`config.mk`:
```
export PLATFORM = sky130hd
export DESIGN_NAME = alu_exec
export DESIGN_NICKNAME = d
export VERILOG_FILES = /design/src/rtl/alu_exec.sv
export SDC_FILE = /design/constraint.sdc
export NUM_CORES = 1
export LEC_CHECK = 0
export CAP_MARGIN = 20
export CORE_ASPECT_RATIO = 0.8
export CORE_UTILIZATION = 59
export CTS_BUF_LIST = sky130_fd_sc_hd__clkbuf_16
export DETAILED_ROUTE_END_ITERATION = 10
export HOLD_SLACK_MARGIN = 0.02
export MAX_ROUTING_LAYER = met4
export PLACE_DENSITY = 0.82
export SLEW_MARGIN = 25
export SYNTH_ARGS = -nofsm -noshare
export SYNTH_HDL_FRONTEND = slang
export SYNTH_SLANG_ARGS = --single-unit
```
`constraint.sdc`:
```
create_clock -name clk -period 5.44 [get_ports clk]
set_clock_uncertainty 0.2 [all_clocks]
set_input_delay 1.088 -clock clk [delete_from_list [all_inputs] [get_ports clk]]
set_output_delay 1.088 -clock clk [all_outputs]
set_load 0.05 [all_outputs]
```
`src/rtl/alu_exec.sv`:
```
// Execute-stage ALU: single-cycle ADD/SUB, WIDTH-iteration shift-add MUL,
// result and flags held under a valid/ready handshake until consumed.
module alu_exec #(
    parameter int unsigned WIDTH = 32
) (
    input  logic             clk,
    input  logic             reset,
    input  logic             in_valid,
    output logic             in_ready,
    input  logic [1:0]       aluCtrl,
    input  logic [WIDTH-1:0] src_a,
    input  logic [WIDTH-1:0] src_b,
    output logic             out_valid,
    input  logic             out_ready,
    output logic [WIDTH-1:0] result,
    output logic             zero,
    output logic             overflow,
    output logic             illegal
);

    localparam int unsigned CW = $clog2(WIDTH + 1);

    localparam logic [1:0] S_IDLE = 2'd0;
    localparam logic [1:0] S_MUL  = 2'd1;
    localparam logic [1:0] S_DONE = 2'd2;

    localparam logic [1:0] OP_ADD = 2'b00;
    localparam logic [1:0] OP_SUB = 2'b01;
    localparam logic [1:0] OP_MUL = 2'b10;

    logic [1:0]       state_q,  state_d;
    logic [WIDTH-1:0] mcand_q,  mcand_d;
    logic [WIDTH-1:0] mplier_q, mplier_d;
    logic [WIDTH-1:0] acc_q,    acc_d;
    logic [CW-1:0]    count_q,  count_d;
    logic [WIDTH-1:0] result_q, result_d;
    logic             ovf_q,    ovf_d;
    logic             ill_q,    ill_d;

    logic [WIDTH-1:0] add_res;
    logic [WIDTH-1:0] sub_res;
    logic [WIDTH-1:0] mul_sum;

    assign add_res = src_a + src_b;
    assign sub_res = src_a - src_b;
    assign mul_sum = acc_q + (mplier_q[0] ? mcand_q : '0);

    always_comb begin
        state_d  = state_q;
        mcand_d  = mcand_q;
        mplier_d = mplier_q;
        acc_d    = acc_q;
        count_d  = count_q;
        result_d = result_q;
        ovf_d    = ovf_q;
        ill_d    = ill_q;

        case (state_q)
            S_IDLE: begin
                if (in_valid) begin
                    case (aluCtrl)
                        OP_ADD: begin
                            result_d = add_res;
                            ovf_d    = (src_a[WIDTH-1] == src_b[WIDTH-1]) &&
                                       (add_res[WIDTH-1] != src_a[WIDTH-1]);
                            ill_d    = 1'b0;
                            state_d  = S_DONE;
                        end
                        OP_SUB: begin
                            result_d = sub_res;
                            ovf_d    = (src_a[WIDTH-1] != src_b[WIDTH-1]) &&
                                       (sub_res[WIDTH-1] != src_a[WIDTH-1]);
                            ill_d    = 1'b0;
                            state_d  = S_DONE;
                        end
                        OP_MUL: begin
                            mcand_d  = src_a;
                            mplier_d = src_b;
                            acc_d    = '0;
                            count_d  = CW'(WIDTH);
                            ill_d    = 1'b0;
                            state_d  = S_MUL;
                        end
                        default: begin
                            result_d = '0;
                            ovf_d    = 1'b0;
                            ill_d    = 1'b1;
                            state_d  = S_DONE;
                        end
                    endcase
                end
            end
            S_MUL: begin
                acc_d    = mul_sum;
                mcand_d  = mcand_q << 1;
                mplier_d = mplier_q >> 1;
                count_d  = count_q - CW'(1);
                // Last iteration publishes the freshly summed accumulator directly.
                if (count_q == CW'(1)) begin
                    result_d = mul_sum;
                    ovf_d    = 1'b0;
                    ill_d    = 1'b0;
                    state_d  = S_DONE;
                end
            end
            S_DONE: begin
                if (out_ready) begin
                    state_d = S_IDLE;
                end
            end
            default: state_d = S_IDLE;
        endcase
    end

    always_ff @(posedge clk or posedge reset) begin
        if (reset) begin
            state_q  <= S_IDLE;
            mcand_q  <= '0;
            mplier_q <= '0;
            acc_q    <= '0;
            count_q  <= '0;
            result_q <= '0;
            ovf_q    <= 1'b0;
            ill_q    <= 1'b0;
        end else begin
            state_q  <= state_d;
            mcand_q  <= mcand_d;
            mplier_q <= mplier_d;
            acc_q    <= acc_d;
            count_q  <= count_d;
            result_q <= result_d;
            ovf_q    <= ovf_d;
            ill_q    <= ill_d;
        end
    end

    assign in_ready  = (state_q == S_IDLE);
    assign out_valid = (state_q == S_DONE);
    assign result    = result_q;
    assign zero      = (result_q == '0);
    assign overflow  = ovf_q;
    assign illegal   = ill_q;

endmodule

```
==> results of run 1 <==
kinds of logic after synthesis:
logic type	count (synthesis)
muxes	11
xor gates and xnor gates	53
AOI/OAI and AO/OA	415
buffers and inverters	152
and+or+nand+nor	560
DFF	138
adders and majority gates	98
worst paths after layout:
kind / from / to / slack, ns
setup / recovery: mplier_q[0] / result[28] / 0.80
hold / removal: acc_q[26] / acc_q[26] / 0.29
hold reg to reg: acc_q[26] / acc_q[26] / 0.29
setup reg to reg: mplier_q[0] / result[28] / 0.80
max in group asynchronous: reset / mplier_q[17] / 3.12
min in group asynchronous: reset / state_q[0] / 0.99
power by group through the flow:
| stage | clock [W] | sequential (W) | combinational, W |
|---|---|---|---|
| final | 0.00121 | 0.00189 | 0.00392 |
| after global routing | 0.00125 | 0.00194 | 0.00426 |
| after CTS | 0.00121 | 0.00187 | 0.00388 |
| after detailed placement | 0 | 0.00189 | 0.00383 |
| after global placement | 0 | 0.00187 | 0.00375 |
| after floorplan | 0 | 0.00214 | 0.00276 |
sequential cells by signal, indices dropped and copies added (netlist names):
name      flops
result       32
mplier_q     32
count_q       6
overflow      1
state_q       2
acc_q        32
illegal       1
mcand_q      32
placed cells by master (no fill, tap or decap), drive strengths merged, types with 8 or more instances in the layout:
master and n:
a211oi 16, a21o 23, a21oi 100, a221oi 9
a22o 14, a31oi 81, and2 37, and3 12
buf 11, clkbuf 17, clkdlybuf4s50 106, dfrtp 138
ha 95, inv 77, mux2i 10, nand2 223
nand2b 8, nand3 27, nand4 13, nor2 149
nor2b 14, nor3 33, nor4 19, o211ai 10
o21a 8, o21ai 57, o21bai 17, o221ai 8
o31ai 12, or3 9, xnor2 33, xor2 20
final cells by class:
type / count / area [µm²] / share of cell area
sequential: 138 / 3450 / 0.267
clock inverter: 15 / 175 / 0.0135
clock buffer: 17 / 425 / 0.0329
tap: 253 / 317 / 0.0245
timing repair buffer: 117 / 1140 / 0.0884
inverter: 69 / 264 / 0.0204
multi-input combinational: 1137 / 7160 / 0.553
through the flow:
| step | total power [W] | setup slack, ns | hold WS, ns |
|---|---|---|---|
| 4_1_cts | 0.00696 | 0.965 | 0.288 |
| 5_1_grt | 0.00746 | 0.636 | 0.306 |
| 6_report | 0.00702 | 0.800 | 0.286 |
| 3_5_place_dp | 0.00572 | 0.778 | 0.273 |
| 2_1_floorplan | 0.00490 | 0.456 | 0.252 |
| 3_3_place_gp | 0.00562 | 0.846 | 0.267 |
synth_stat cells (29+ instances only):
library cell	number
nor2_1	149
inv_1	67
and2_1	37
a31oi_1	81
a21oi_1	100
nor3_1	29
clkbuf_1	60
ha_1	95
dfrtp_1	138
o21ai_0	47
nand2_1	223
xnor2_1	33
worst max-delay path: cells and delay by family, from the launching register on:
kind / cells / cell delay, ns
AOI/OAI and AO/OA: 7 / 2.13
adders and majority gates: 2 / 0.72
DFF: 1 / 0.71
and+or+nand+nor: 3 / 0.71
metal layers:
metal | global-route usage | share of wire | vias to the layer above
met5 | - | 0 | -
met4 | 0.173 | 0.043 | 0
met3 | 0.0520 | 0.071 | 100
met2 | 0.576 | 0.47 | 533
met1 | 0.477 | 0.42 | 5346
li1 | - | - | 5208
==> flow_metrics.env, run 1 <==
export IMPL_status="completed"
export IMPL_setup_worst_path_class="reg -> reg"
export IMPL_start_util=0.610
export IMPL_insertedDiodeCount=0
export IMPL_share_clk_of_total_power=0.172
export IMPL_grt_pass1_vias=10200
export IMPL_floorplan_die_height_um=125
export IMPL_finalSetupTns_ns=0
export IMPL_vias_per_cell=6.41
export IMPL_drive_gt1_frac=0.0496
export IMPL_maxClockFrequency_ghz=0.216
export IMPL_critical_path_max_stage_delay_ns=0.71
export IMPL_global_route_usage_total=0.370
export IMPL_timing_final_max_slew_violations=0
export IMPL_grt_max_degree=91
export IMPL_post_synthesis_simple_gate_area_fraction=0.227
export IMPL_cell_internal_pwr_w=0.00362
export IMPL_cp_slowest_cell="dfrtp_1"
export IMPL_worst_ep_arrival_time_ns=4.72
export IMPL_synthCells=1427
export IMPL_synthesized_netlist_net_count=1595
export IMPL_finalWeightedCongestion=1.01
export IMPL_ioPinCount=107
export IMPL_detailed_router_s_first_iteration_violation_count=1243
export IMPL_yosys_most_used_dff="dfrtp_1"
export IMPL_path_cells="and2_1 > ha_1 > fa_1 > a211oi_1 > nor2_1 > o221ai_1 > nand2_1 > a21oi_1 > o21bai_1 > o21a_1 > o31ai_1 > o211ai_1"
export IMPL_clock_tree_from_tritoncts="built"
export IMPL_cts_sinks=138
export IMPL_drc=0
export IMPL_dr_pass1_iters=5
export IMPL_post_synth_instance_area_mm2=0.0112
export IMPL_yosys_register_bits=138
export IMPL_power_frac_comb=0.559
export IMPL_ys_seq_area_frac=0.308
export IMPL_die_area_mm2=0.0196
export IMPL_layout_filler_cells=1545
export IMPL_p_sw_frac=0.484
export IMPL_cts_resized=0
export IMPL_final_area_mm2=0.0129
export IMPL_timing_hold_worst_path_depth=1
export IMPL_rsz_0062_raised_after_global_routing="no"
export IMPL_worst_r2r_path_depth=12
export IMPL_synth_avg_cell_area_um2=7.86
export IMPL_die_width_um=156
export IMPL_avgRoutedWirePerCell_um=19.9
export IMPL_yosys_mux_area_fraction=0.00993
export IMPL_power_share_sequential=0.269
export IMPL_floorplan_rows=44
export IMPL_grt_pass1_wl_um=54600
export IMPL_synth_largest_area_cell="dfrtp_1"
export IMPL_cap_viol_max_count=0
export IMPL_overflow=0
export IMPL_worst_slew_pin_slew_ns=0.968
export IMPL_hold_path_class="reg -> reg"
export IMPL_cts_buffer_depth=2
export IMPL_layout_worst_path_cycle_share=0.853
export IMPL_setup_viol=0
export IMPL_combinational_family_with_the_most_area_after_synthesis="compound AO/OA/AOI/OAI gates"
export IMPL_timing_critical_path_fanout_max=33
export IMPL_hpwl_um=25400
export IMPL_placedCellCount=1714
export IMPL_finalWirelength_um=34800
export IMPL_synthXorXnorAreaFrac=0.0414
export IMPL_period_needed_ns=4.64
export IMPL_place_port_buffers=106
export IMPL_leakagePower_nw=5.80
export IMPL_setup_worst_path_start_class="register"
export IMPL_vias=11200
export IMPL_clkTransAtPathRegs_ns=0.07
export IMPL_count_of_placed_standard_cells_in_the_final_layout_fillers_left_out=1746
export IMPL_synth_async_sr_flop_share=1.00
export IMPL_cts_root_buf="clkbuf_16"
export IMPL_power_switching_w=0.00339
export IMPL_yosys_area_share_adder=0.111
export IMPL_syn_warnings=0
export IMPL_synth_compound_area_share=0.247
export IMPL_final_core_occ=0.704
export IMPL_final_hold_violation_count=0
export IMPL_synthToLayoutAreaGrowth_pct=15.4
export IMPL_placed_area_mm2=0.0123
export IMPL_post_cts_hold_buffer_count=0
export IMPL_powerDensity_mw_per_mm2=542
export IMPL_critPathRequiredTime_ns=5.53
export IMPL_synthDominantCellAreaShare=0.308
export IMPL_core_mm2=0.0184
export IMPL_clock_latency_ns=0.44
export IMPL_grt_antenna_before_repair=0
export IMPL_endpoint_kind="register"
export IMPL_synthTopCellsByArea="dfrtp_1 31%, ha_1 11%, nand2_1 7.5%"
export IMPL_cts_buffers_inserted=17
export IMPL_htreeDepth=4
export IMPL_drt_antenna_violating_nets=0
export IMPL_synth_cell_types=83
export IMPL_postCtsSetupRepairBufs=0
export IMPL_nets=1648
export IMPL_synth_enable_flop_cells=0
export IMPL_vdd_ir_drop_max_uv=391
export IMPL_maxSlewHeadroom=0.354
Power figures use the tool's default switching activity.
==> run 2: changes to the inputs <==
Settings changed: CORE_MARGIN set to 2, CTS_CLUSTER_SIZE set to 16.
==> run 2 against run 1 <==
  * First-iteration DRC count fell by 16%
  * Clock power barely moved
  * Count of clock-buffer cells in the layout did not move
  * Non-clock buffer count rose by 2
  * Power rose by 3.3%
  * Critical endpoint unchanged
==> flow_metrics.env, run 2 (same netlist as run 1, synthesis figures left out) <==
export IMPL_status="completed"
export IMPL_nets=1650
export IMPL_detailed_router_s_first_iteration_violation_count=1048
export IMPL_place_ws_ns=0.760
export IMPL_count_of_placed_standard_cells_in_the_final_layout_fillers_left_out=1753
export IMPL_core_mm2=0.0188
export IMPL_reg2reg_from="mplier_q[0]"
export IMPL_drc=0
export IMPL_layout_common_cells="223 x nand2_1, 147 x nor2_1, 138 x dfrtp_1, 106 x clkdlybuf4s50_1, 100 x a21oi_1"
export IMPL_critPathRequiredTime_ns=5.53
export IMPL_timing_hold_worst_path_depth=1
export IMPL_clock_tree_from_tritoncts="built"
export IMPL_grt_pass1_wl_um=53700
export IMPL_worst_r2r_path_depth=12
export IMPL_postCtsSetupRepairBufs=0
export IMPL_grt_antenna_before_repair=0
export IMPL_endpoint_kind="register"
export IMPL_finalWeightedCongestion=1.00
export IMPL_overflow=0
export IMPL_vdd_ir_drop_max_uv=600
export IMPL_vias_per_cell=6.34
export IMPL_setup_viol=0
export IMPL_worst_slew_pin_slew_ns=0.868
export IMPL_finalSetupTns_ns=0
export IMPL_cts_buffer_depth=2
export IMPL_reg2reg_setup_slack_ns=0.85
export IMPL_die_area_mm2=0.0201
export IMPL_hold_path_startpoint="acc_q[26]"
export IMPL_rsz_0062_raised_after_global_routing="no"
export IMPL_maxSlewHeadroom=0.422
export IMPL_ioPinCount=107
export IMPL_avgRoutedWirePerCell_um=19.2
export IMPL_cts_buffers_inserted=17
export IMPL_layout_cells_most_common="nand2_1"
export IMPL_timing_hold_worst_endpoint="acc_q[26]"
export IMPL_die_width_um=158
export IMPL_postLayoutSetupSlackWorst_ns=0.854
export IMPL_place_port_buffers=106
export IMPL_setup_worst_path_start_class="register"
export IMPL_floorplan_rows=45
export IMPL_leakagePower_nw=5.82
export IMPL_floorplan_die_height_um=127
export IMPL_placedCellCount=1721
export IMPL_finalWirelength_um=33700
export IMPL_worst_ep_arrival_time_ns=4.67
export IMPL_cts_resized=0
export IMPL_timing_critical_path_fanout_max=33
export IMPL_global_route_usage_total=0.350
export IMPL_layout_worst_path_cycle_share=0.843
export IMPL_maxClockFrequency_ghz=0.218
export IMPL_hold_path_class="reg -> reg"
export IMPL_insertedDiodeCount=0
export IMPL_dr_pass1_iters=6
export IMPL_final_hold_violation_count=0
export IMPL_clkTransAtPathRegs_ns=0.07
export IMPL_powerDensity_mw_per_mm2=559
export IMPL_totalPowerFinal_w=0.00725
export IMPL_start_util=0.596
export IMPL_critical_path_reg2reg_endpoint="result[28]"
export IMPL_hpwl_um=25200
export IMPL_cts_sinks=138
export IMPL_post_cts_hold_buffer_count=0
export IMPL_vias=11100
export IMPL_hold_slack_ns=0.286
export IMPL_drt_antenna_violating_nets=0
export IMPL_grt_max_degree=77
export IMPL_cts_root_buf="clkbuf_16"
export IMPL_synthToLayoutAreaGrowth_pct=15.7
export IMPL_clock_latency_ns=0.44
export IMPL_htreeDepth=4
export IMPL_grt_pass1_vias=10500
export IMPL_drive_gt1_frac=0.0502
export IMPL_timing_final_max_slew_violations=0
export IMPL_cap_viol_max_count=0
export IMPL_setup_worst_path_class="reg -> reg"
export IMPL_period_needed_ns=4.59
[run 2: worst max path at each step]
stage / to / from
3_3_place_gp: result[25] / src_b[14]
5_1_grt: result[28] / mplier_q[0]
3_5_place_dp: result[31] / src_a[24]
6_report: result[28] / mplier_q[0]
2_1_floorplan: acc_q[0] / reset
4_1_cts: result[28] / mplier_q[0]
[run 2: critical path: stages, from the launching register on]
cell and delay, ns:
dfrtp_1 0.68, and2_1 0.29, ha_1 0.22, fa_1 0.46
a211oi_1 0.38, nor2_1 0.14, o221ai_1 0.37, nand2_1 0.19
a21oi_1 0.39, o21bai_1 0.20, o21a_1 0.23, o31ai_1 0.51
o211ai_1 0.16
[run 2: report_power, final]
part	internal, W	switching, W
sequential	0.00150	0.000383
clock	0.000659	0.000557
combinational	0.00155	0.00260
total	0.00371	0.00354
[run 2: cell type report]
type,instances,area (µm²)
Timing Repair Buffer,119,1160
Clock buffer,17,425
Sequential cell,138,3450
Tap cell,258,323
Clock inverter,15,189
Fill cell,1595,5830
Multi-Input combinational cell,1137,7160
Inverter,69,264
[run 2: routing by layer]
metal	vias to the layer above	routed length, µm	GRT usage	part of all wire
met4	0	1710	0.168	0.051
met2	460	15500	0.542	0.46
li1	5209	-	-	-
met3	116	2140	0.0539	0.064
met1	5327	14400	0.451	0.43
met5	-	0	-	0
[run 2: metrics by stage]
step	instance area [µm²]	utilization
3_3_place_gp	12400	0.657
3_5_place_dp	12400	0.657
6_report	13000	0.690
2_1_floorplan	11200	-
4_1_cts	13000	0.690
5_1_grt	13000	0.690
==> run 3: changes to the inputs <==
Settings changed: CORE_UTILIZATION 59 to 53, PLACE_DENSITY 0.82 to 0.78.
Clock period 5.44 ns to 3.81 ns, I/O delays scaled along.
==> run 3 against run 2 <==
  * Combinational power grew 56%
  * Routed wire length rose by 11%
  * Die area rose by 11%
  * First-iteration DRC count up 12%
  * Hold slack improved by 0.0017 ns
  * Count of clock-buffer cells in the layout did not move
  * Largest power group unchanged
==> flow_metrics.env, run 3 (same netlist as run 1, synthesis figures left out) <==
export IMPL_status="completed"
export IMPL_vias=11800
export IMPL_grt_pass1_vias=11200
export IMPL_finalSetupTns_ns=0
export IMPL_final_core_occ=0.704
export IMPL_clock_latency_ns=0.43
export IMPL_worst_ep_arrival_time_ns=2.75
export IMPL_global_route_usage_total=0.343
export IMPL_insertedDiodeCount=0
export IMPL_clkTransAtPathRegs_ns=0.07
export IMPL_floorplan_rows=47
export IMPL_vias_per_cell=6.03
export IMPL_timing_critical_path_fanout_max=3
export IMPL_nets=1838
export IMPL_worst_slew_pin_slew_ns=0.788
export IMPL_postLayoutSetupSlackWorst_ns=0.0939
export IMPL_clock_tree_from_tritoncts="built"
export IMPL_overflow=0
export IMPL_die_width_um=167
export IMPL_final_hold_violation_count=0
export IMPL_cap_viol_max_count=0
export IMPL_maxSlewHeadroom=0.475
export IMPL_layout_cells_most_common="nand2_1"
export IMPL_detailed_router_s_first_iteration_violation_count=1175
export IMPL_leakagePower_nw=6.77
export IMPL_finalWeightedCongestion=0.955
export IMPL_drt_antenna_violating_nets=0
export IMPL_core_mm2=0.0207
export IMPL_cts_buffer_depth=2
export IMPL_endpoint_kind="primary output"
export IMPL_count_of_placed_standard_cells_in_the_final_layout_fillers_left_out=1952
export IMPL_finalWirelength_um=37400
export IMPL_post_cts_hold_buffer_count=0
export IMPL_hold_path_class="reg -> reg"
export IMPL_die_area_mm2=0.0223
export IMPL_drive_gt1_frac=0.165
export IMPL_placedCellCount=1919
export IMPL_critPathRequiredTime_ns=2.85
export IMPL_powerDensity_mw_per_mm2=754
export IMPL_place_port_buffers=106
export IMPL_maxClockFrequency_ghz=0.269
export IMPL_start_util=0.542
export IMPL_cts_sinks=138
export IMPL_avgRoutedWirePerCell_um=19.2
export IMPL_timing_final_max_slew_violations=0
export IMPL_setup_worst_path_start_class="register"
export IMPL_period_needed_ns=3.72
export IMPL_hold_slack_ns=0.287
export IMPL_htreeDepth=4
export IMPL_setup_viol=0
export IMPL_grt_max_degree=139
export IMPL_grt_pass1_wl_um=59000
export IMPL_dr_pass1_iters=6
export IMPL_layout_filler_cells=1668
export IMPL_synthToLayoutAreaGrowth_pct=30.0
export IMPL_grt_antenna_before_repair=0
export IMPL_vdd_ir_drop_max_uv=681
export IMPL_layout_worst_path_cycle_share=0.975
export IMPL_drc=0
export IMPL_layout_common_cells="223 x nand2_1, 196 x buf_4, 147 x nor2_1, 138 x dfrtp_1, 106 x clkdlybuf4s50_1"
export IMPL_floorplan_die_height_um=134
export IMPL_cts_buffers_inserted=17
export IMPL_cts_root_buf="clkbuf_16"
export IMPL_place_ws_ns=-0.375
export IMPL_ioPinCount=107
export IMPL_setup_worst_path_class="reg -> out"
export IMPL_hpwl_um=28200
==> run 3: cell types whose count changed in the layout (fill, tap and decap cells not counted), moves of 3 or more <==
cell      previous run  this run
buf_4               13       196
buf_12               0         5
clkinv_4             5         2
clkinv_8             4         1
inv_6                2         5
o21ai_0             47        44
o21ai_1             10        13
==> run 3: final timing paths <==
check	start	endpoint	slack, ns	cells past startpoint
worst max-delay path	result[17]	zero	0.09	4
max in group asynchronous	reset	mcand_q[23]	2.13	3
min in group asynchronous	reset	count_q[3]	0.68	3
worst max register to register	mplier_q[0]	result[28]	0.20	14
worst min-delay path	acc_q[26]	acc_q[26]	0.29	1
worst min register to register	acc_q[26]	acc_q[26]	0.29	1
==> run 3: final cells by class <==
| class | instances | area [µm²] | area share |
|---|---|---|---|
| inverters | 69 | 263 | 0.0180 |
| multi-input cells | 1137 | 7250 | 0.498 |
| flip-flops and latches | 138 | 3450 | 0.237 |
| clock buffers | 17 | 425 | 0.0292 |
| well taps | 269 | 337 | 0.0231 |
| clock inverters | 15 | 205 | 0.0141 |
| repair buffers | 307 | 2630 | 0.181 |
==> run 3: power by group <==
group / switching [W] / internal, W
sequential: 0.000554 / 0.00215
clock: 0.000764 / 0.00106
combinational: 0.00389 / 0.00257
==> run 3: routing by layer <==
| layer | part of all wire | vias to the layer above | track usage | wire, µm |
|---|---|---|---|---|
| met5 | 0 | - | - | 0 |
| met1 | 0.42 | 5589 | 0.446 | 15900 |
| met4 | 0.034 | 0 | 0.123 | 1280 |
| met3 | 0.069 | 82 | 0.0534 | 2580 |
| met2 | 0.47 | 514 | 0.547 | 17700 |
| li1 | - | 5592 | - | - |
==> run 3: timing repair <==
item                       in CTS  in global routing
resized for setup               0                 21
buffers inserted                0                  1
hold endpoints to repair        0                  0
setup endpoints to repair       0                 10
==> run 3: per-stage QoR <==
step | power (W) | area, µm²
2_1_floorplan | 0.00699 | 11200
3_3_place_gp | 0.00885 | 13800
3_5_place_dp | 0.00901 | 13800
4_1_cts | 0.0109 | 14500
5_1_grt | 0.0117 | 14600
6_report | 0.0110 | 14600
==> run 3: critical path: stages (launching register included) <==
cell,delay [ns]
dfrtp_1,0.40
nor4_1,0.57
nand4_1,0.37
nor2_1,0.18
clkdlybuf4s50_1,0.81
